--- src/rtl/frame_tx_sequencer.sv ---
// Streams one captured frame from the pixel RAM into the UART Tx, one byte per handshake.
// Optional build macro FRAME_TX_HEADER_EN prepends the 0xAA, 0x55 sync header to every frame.
module frame_tx_sequencer #(
    parameter int BYTES_PER_FRAME = 9216,
    parameter int ADDR_W          = 15,
    parameter int TX_TIMEOUT      = 20000
) (
    input  logic              i_Clk,
    input  logic              i_Rst_n,
    input  logic              i_Enable,
    input  logic              i_VS,
    output logic              o_Rd_En,
    output logic [ADDR_W-1:0] o_Rd_Addr,
    input  logic [7:0]        i_Rd_Data,
    output logic              o_Tx_Start,
    output logic [7:0]        o_Tx_Byte,
    input  logic              i_Tx_Done,
    output logic              o_Busy,
    output logic              o_Frame_Ind,
    output logic              o_Overrun,
    output logic              o_Error
);

    localparam int CNT_W = $clog2(BYTES_PER_FRAME + 1);
    localparam int WD_W  = (TX_TIMEOUT > 1) ? $clog2(TX_TIMEOUT) : 1;

    localparam logic [2:0] S_IDLE  = 3'd0;
    localparam logic [2:0] S_FETCH = 3'd1;
    localparam logic [2:0] S_LOAD  = 3'd2;
    localparam logic [2:0] S_START = 3'd3;
    localparam logic [2:0] S_WAIT  = 3'd4;
    localparam logic [2:0] S_DONE  = 3'd5;
`ifdef FRAME_TX_HEADER_EN
    localparam logic [2:0] S_HDR   = 3'd6;
`endif

    logic [2:0]       state;
    logic [CNT_W-1:0] count;
    logic [CNT_W-1:0] count_nxt;
    logic [WD_W-1:0]  wdog;
    logic             vs_meta_p0;
    logic             vs_s;
    logic             vs_s_d;
    logic             vs_rise;
    logic             in_frame;
`ifdef FRAME_TX_HEADER_EN
    logic [1:0]       hdr_sel;
`endif

    // VSYNC crosses in from the camera domain
    always_ff @(posedge i_Clk or negedge i_Rst_n) begin
        if (!i_Rst_n) begin
            vs_meta_p0 <= 1'b0;
            vs_s       <= 1'b0;
            vs_s_d     <= 1'b0;
        end else begin
            vs_meta_p0 <= i_VS;
            vs_s       <= vs_meta_p0;
            vs_s_d     <= vs_s;
        end
    end

    assign vs_rise   = vs_s & ~vs_s_d;
    assign in_frame  = (state != S_IDLE) && (state != S_DONE);
    assign count_nxt = count + CNT_W'(1);

    assign o_Rd_En    = (state == S_FETCH);
    assign o_Rd_Addr  = ADDR_W'(count);
    assign o_Tx_Start = (state == S_START);
    assign o_Busy     = (state != S_IDLE);

    always_ff @(posedge i_Clk or negedge i_Rst_n) begin
        if (!i_Rst_n) begin
            state       <= S_IDLE;
            count       <= '0;
            wdog        <= '0;
            o_Tx_Byte   <= 8'h00;
            o_Frame_Ind <= 1'b0;
            o_Overrun   <= 1'b0;
            o_Error     <= 1'b0;
`ifdef FRAME_TX_HEADER_EN
            hdr_sel     <= 2'd0;
`endif
        end else begin
            // A new VS edge cannot preempt the frame in flight; it is flagged and dropped
            o_Overrun <= vs_rise & in_frame;

            case (state)
                S_IDLE: begin
                    if (vs_rise && i_Enable) begin
                        count   <= '0;
                        o_Error <= 1'b0;
`ifdef FRAME_TX_HEADER_EN
                        hdr_sel <= 2'd0;
                        state   <= S_HDR;
`else
                        state   <= S_FETCH;
`endif
                    end
                end
                S_FETCH: state <= S_LOAD;
                S_LOAD: begin
                    o_Tx_Byte <= i_Rd_Data;
                    state     <= S_START;
                end
`ifdef FRAME_TX_HEADER_EN
                S_HDR: begin
                    o_Tx_Byte <= hdr_sel[0] ? 8'h55 : 8'hAA;
                    state     <= S_START;
                end
`endif
                S_START: begin
                    wdog  <= '0;
                    state <= S_WAIT;
                end
                S_WAIT: begin
                    // Done is checked first so a late done on the last watchdog cycle still counts
                    if (i_Tx_Done) begin
`ifdef FRAME_TX_HEADER_EN
                        if (hdr_sel != 2'd2) begin
                            hdr_sel <= hdr_sel + 2'd1;
                            state   <= (hdr_sel == 2'd0) ? S_HDR : S_FETCH;
                        end else
`endif
                        begin
                            count <= count_nxt;
                            if (count_nxt == CNT_W'(BYTES_PER_FRAME)) begin
                                o_Frame_Ind <= ~o_Frame_Ind;
                                state       <= S_DONE;
                            end else begin
                                state <= S_FETCH;
                            end
                        end
                    end else if (wdog == WD_W'(TX_TIMEOUT - 1)) begin
                        o_Error <= 1'b1;
                        state   <= S_DONE;
                    end else begin
                        wdog <= wdog + WD_W'(1);
                    end
                end
                S_DONE: begin
                    if (!vs_s) begin
                        state <= S_IDLE;
                    end
                end
                default: state <= S_IDLE;
            endcase
        end
    end

endmodule

--- config.mk ---
export PLATFORM = sky130hd
export DESIGN_NAME = frame_tx_sequencer
export DESIGN_NICKNAME = d
export VERILOG_FILES = /design/src/rtl/frame_tx_sequencer.sv
export SDC_FILE = /design/constraint.sdc
export NUM_CORES = 1
export LEC_CHECK = 0
export CORE_MARGIN = 2
export CORE_UTILIZATION = 42
export DETAILED_ROUTE_END_ITERATION = 16
export PLACE_DENSITY = 0.66
export RECOVER_POWER = 50
export SYNTH_ARGS = -nofsm -noshare
export SYNTH_HDL_FRONTEND = slang
export SYNTH_SLANG_ARGS = --single-unit
export TNS_END_PERCENT = 50
--- constraint.sdc ---
create_clock -name i_Clk -period 2.54 [get_ports i_Clk]
set_input_delay 0.762 -clock i_Clk [delete_from_list [all_inputs] [get_ports i_Clk]]
set_output_delay 0.762 -clock i_Clk [all_outputs]
set_load 0.01 [all_outputs]
## Word level (Yosys, flattened, before mapping)

Index checks and enable logic that the tools add are counted.

| word-level totals | value |
|---|---|
| bits of input ports | 13 |
| bits in registers | 46 |

| operators by class | value |
|---|---|
| equal/unequal tests | 15 |
| reductions and logical operators | 11 |
| add/subtract/negate cells | 2 |
| bitwise logic cells | 4 |
| mux-type cells | 16 |

Operators by type and width:

| operator | number |
|---|---|
| 2-to-1 mux 15 bit | 2 |
| one-hot mux 15 bit (2 select lines) | 1 |
| 2-to-1 mux 14 bit | 2 |
| one-hot mux 14 bit (2 select lines) | 1 |
| one-hot mux 3 bit (6 select lines) | 1 |
| adder 15 x 1 -> 15 bit, second input constant | 1 |
| equality test 15 bit, second input constant | 1 |
| 2-to-1 mux 3 bit | 5 |
| adder 14 x 1 -> 14 bit, second input constant | 1 |
| equality test 14 bit, second input constant | 1 |
| != test 2 bit, second input constant | 6 |
| AND reduction 3 bit | 4 |
| equality test 3 x 2 -> 1 bit, second input constant | 2 |
| equality test 3 bit, second input constant | 2 |
| != test 3 bit, second input constant | 2 |
| AND reduction 4 bit | 1 |
| nonzero test 2 bit | 2 |
| equality test 3 x 1 -> 1 bit, second input constant | 1 |
| zero test 3 bit | 1 |
| 2-to-1 mux 1 bit | 3 |
| nonzero test 3 bit | 1 |
| AND 1 bit | 2 |
| logical AND 1 bit | 2 |
| inverter 1 bit | 2 |
| one-hot mux 1 bit (2 select lines) | 1 |

## Longest topological paths before layout

| depth | value |
|---|---|
| word-level depth | 5 |
| mapped depth | 10 |
| mapped depth without buffers | 7 |

## Least setup slack after synthesis

Ideal clock, no wire load.

| path | value |
|---|---|
| kind | in2reg |
| start point | in i_Tx_Done |
| end point | reg wdog[14] |
| slack | 0.406 ns |
| arrival time | 1.998 ns |
| library setup time | 0.136 ns |
| stages | 6 |
| required time | 2.404 ns |
| cells stage by stage | nor4b_2 nor2_1 a211oi_1 nand4_1 xor2_1 nor2_1 |

| between the ends | value |
|---|---|
| cells in the longest elaborated chain, start to end | 2 |

Ends and longest elaborated chain:

| item | line | text |
|---|---|---|
| start, declared | 17 | `input logic i_Tx_Done,` |
| != test 2 bit (no source line) | n/a |  |
| AND reduction 3 bit (no source line) | n/a |  |
| end signal, assigned | 138 | `wdog <= wdog + WD_W'(1);` |
| end, declared | 40 | `logic [WD_W-1:0] wdog;` |

No other way between the ends.
A chain may end at the register's enable or synchronous reset.

## Worst setup path in the final report

| path | value |
|---|---|
| start point | reg state[2] |
| end point | out o_Busy |

| between the ends | value |
|---|---|
| cells in the longest elaborated chain, start to end | 1 |

Ends and longest elaborated chain:

| item | line | text |
|---|---|---|
| start, declared | 37 | `logic [2:0] state;` |
| start signal, assigned | 74 | `state <= S_IDLE;` |
| start signal, assigned | 97 | `state <= S_FETCH;` |
| start signal, assigned | 101 | `S_FETCH: state <= S_LOAD;` |
| nonzero test 3 bit | 70 | `assign o_Busy = (state != S_IDLE);` |
| end, declared | 18 | `output logic o_Busy,` |

No other way between the ends.

==> flow_metrics.tcl <==
set metrics [dict create \
    ff2ff_setup_slack_ps 250 \
    leakage_nw 1.30 \
    vias 1993 \
    synth_area_leader_cell "dfrtp_1" \
    cp_num_buf_inv 1 \
    cts_setup_buffers 0 \
    p_switching_uw 716 \
    post-route-min-period_ps 2450 \
    first_pass_iters 4 \
    relSlewSlack_pct 13.0 \
    r2r-end "state[2]" \
    grt_pass1_wl_mm 8.85 \
    fill_cells 529 \
    synth.distinct_cells 47 \
    fmax_mhz 408 \
    critPathSlowestCell "clkdlybuf4s50_1" \
    hold_end "vs_s" \
    pin_count 42 \
    synth.area.top_cells "dfrtp_1 (48%), o21ai_0 (4.8%), nor2_1 (4.6%)" \
    drive_gt1_share_pct 14.4 \
    critPathMaxStageDelay_ps 490 \
    crit_chain "or3_1, clkdlybuf4s50_1" \
    antenna_found_initial 0 \
    critPathRequiredTime_ps 1780 \
    ys_ff_latch 46 \
    clock_skew_ps 6.36 \
    hp-class "reg2reg" \
    synth_top_area_share_pct 48.2 \
    cp_max_fo 9 \
    cts_tree "built" \
    die-width_um 79.4 \
    pwr-share-comb_pct 32.7 \
    antenna_cells 0 \
    rsz0062_at_grt "false" \
    grt_max_degree 25 \
    drv_cap 0 \
    area_growth_pct 27.6 \
    dieArea_um2 6310 \
    p_int_mw 1.57 \
    port-buffer-count 40 \
    hp-start "vs_meta_p0" \
    tns_ps 0 \
    layout.nets 313 \
    clkLatencyLatePin_ps 300 \
    vdd_ir_drop_max_mv 0.415 \
    ys.flop_type "dfrtp_1" \
    start_util_pct 43.4 \
    root_buffer "clkbuf_8" \
    finalHoldViolCount 0 \
    synthesis.nets 262 \
    rows 27 \
    power_density_nw_per_um2 751 \
    htreeDepth 2 \
    die_h_um 79.4 \
    crit_type "reg2out" \
    wl_per_cell_um 14.4 \
    syn_avg_cell_area_um2 9.71 \
    synthArstFlopShare_pct 100 \
    placed_cells 362 \
    min_path_cells 0 \
    grt.total_usage_pct 17.9 \
    synth-edff-count 0 \
    drtIter0Drc 112 \
    numCtsBuffers 5 \
    cts.path.max_buffers 2 \
    grt_pass1_vias 1864 \
    mostFrequentLayoutCell "dfrtp_1" \
    coreArea_um2 5510 \
    ant_nets 0 \
    clk_transition_reported_paths_ps 90 \
    r2r_start "count[0]" \
    drc 0 \
    arrival_ps 1690 \
    overflow 0 \
    synthCells 246 \
    synthesis.area_um2 2390 \
    tightest_slew_ps 1300 \
    hpwl_mm 3.81 \
    cp_top_family "buffers and inverters" \
    pwr-share-clk_pct 24.2 \
    drt-total-wl_mm 5.32 \
    p_seq_share_pct 43.1 \
    vias_per_cell 5.39 \
    end_kind "output port" \
    ff2ff_path_depth 7 \
    final_cell_mix "dfrtp_1 (44), clkdlybuf4s50_1 (38), nor2_1 (29), o21ai_0 (23), nand2_1 (22)" \
    p_sw_share_pct 31.3 \
    yosysWarningCount 0 \
    fin_cells 370 \
    final-setup-viol-count 0 \
    gp_congestion 0.848 \
    seq_area_frac_synth_pct 48.2 \
    power_mw 2.29 \
    hold_buffers 0 \
    cp-start-kind "flop" \
    drv_slew 0 \
    fin_crit_sh_pct 96.6 \
    status "finished clean" \
    cts_resized 1 \
    cts_sinks 46 \
]
==> stage by stage <==
step	setup WS [ps]	hold slack, ps	utilization (%)	cell area, um^2
floorplan	406	331	-	2390
global placement	-39.0	333	53.5	2950
detailed placement	-75.2	337	53.5	2950
CTS	43.3	347	55.6	3060
global route	10.3	352	55.4	3050
finish	87.2	347	55.4	3050
==> power groups by stage <==
stage	Clock, mW	Sequential, mW	Combinational [mW]
4_1_cts	0.575	0.980	0.767
5_1_grt	0.598	1.01	0.822
3_5_place_dp	0	0.992	0.759
2_1_floorplan	0	0.988	0.394
6_report	0.554	0.987	0.749
3_3_place_gp	0	0.990	0.750
==> cell families after synthesis <==
group / Yosys count / share of synthesized area [%]
buf+inv: 15 / 2.78
compound gates: 55 / 14.0
xor+xnor: 15 / 5.50
other cells: 1 / 0.157
simple gates: 101 / 23.1
flops: 46 / 48.2
fa+ha+maj: 3 / 1.57
mux: 10 / 4.66
==> Yosys cell counts, types with 2 or more instances <==
cell type	number
nand4_1	5
inv_1	4
dfrtp_1	46
nor4_1	2
nor2b_1	3
nand3b_1	2
a31oi_1	2
nand2_1	22
nand3_1	7
a21oi_1	13
o21ai_0	23
xnor2_1	7
clkbuf_1	5
a41oi_1	2
nand2b_1	2
a211o_1	2
and3_1	5
and2_1	3
nor2_1	29
o31ai_1	3
xor2_1	8
or3_1	3
mux2_2	9
nor3_1	8
ha_1	3
buf_2	5
a22o_1	2
or4b_2	2
==> registers in the layout, indices dropped and copies added (netlist names) <==
name         cells
count           14
o_Frame_Ind      1
vs_meta_p0       1
vs_s             1
o_Error          1
state            3
o_Tx_Byte        8
o_Overrun        1
vs_s_d           1
wdog            15
==> how the worst max path moves through the flow <==
stage	start	to	slack, ps	cells past startpoint
2_1_floorplan	i_Tx_Done	wdog[14]	410	6
3_3_place_gp	i_Tx_Done	wdog[7]	-40	6
3_5_place_dp	i_Tx_Done	wdog[7]	-80	6
4_1_cts	state[0]	o_Rd_En	40	3
5_1_grt	state[2]	o_Busy	10	2
6_report	state[2]	o_Busy	90	2
==> final cells by class <==
class	instances	area (um^2)	area share, %
Multi-Input combinational cell	185	1180	38.6
Inverter	4	15.0	0.493
Clock buffer	5	68.8	2.26
Clock inverter	3	43.8	1.44
Tap cell	72	90.1	2.96
Timing Repair Buffer	55	500	16.4
Sequential cell	46	1150	37.8
==> per-layer routing <==
metal	GRT usage [%]	vias to the layer above	routed length, um
met2	28.2	47	2460
met3	3.62	6	244
li1	-	972	-
met4	5.34	0	66
met1	24.9	968	2550
met5	0	-	0
No activity file was read; power rests on OpenSTA's default activity.
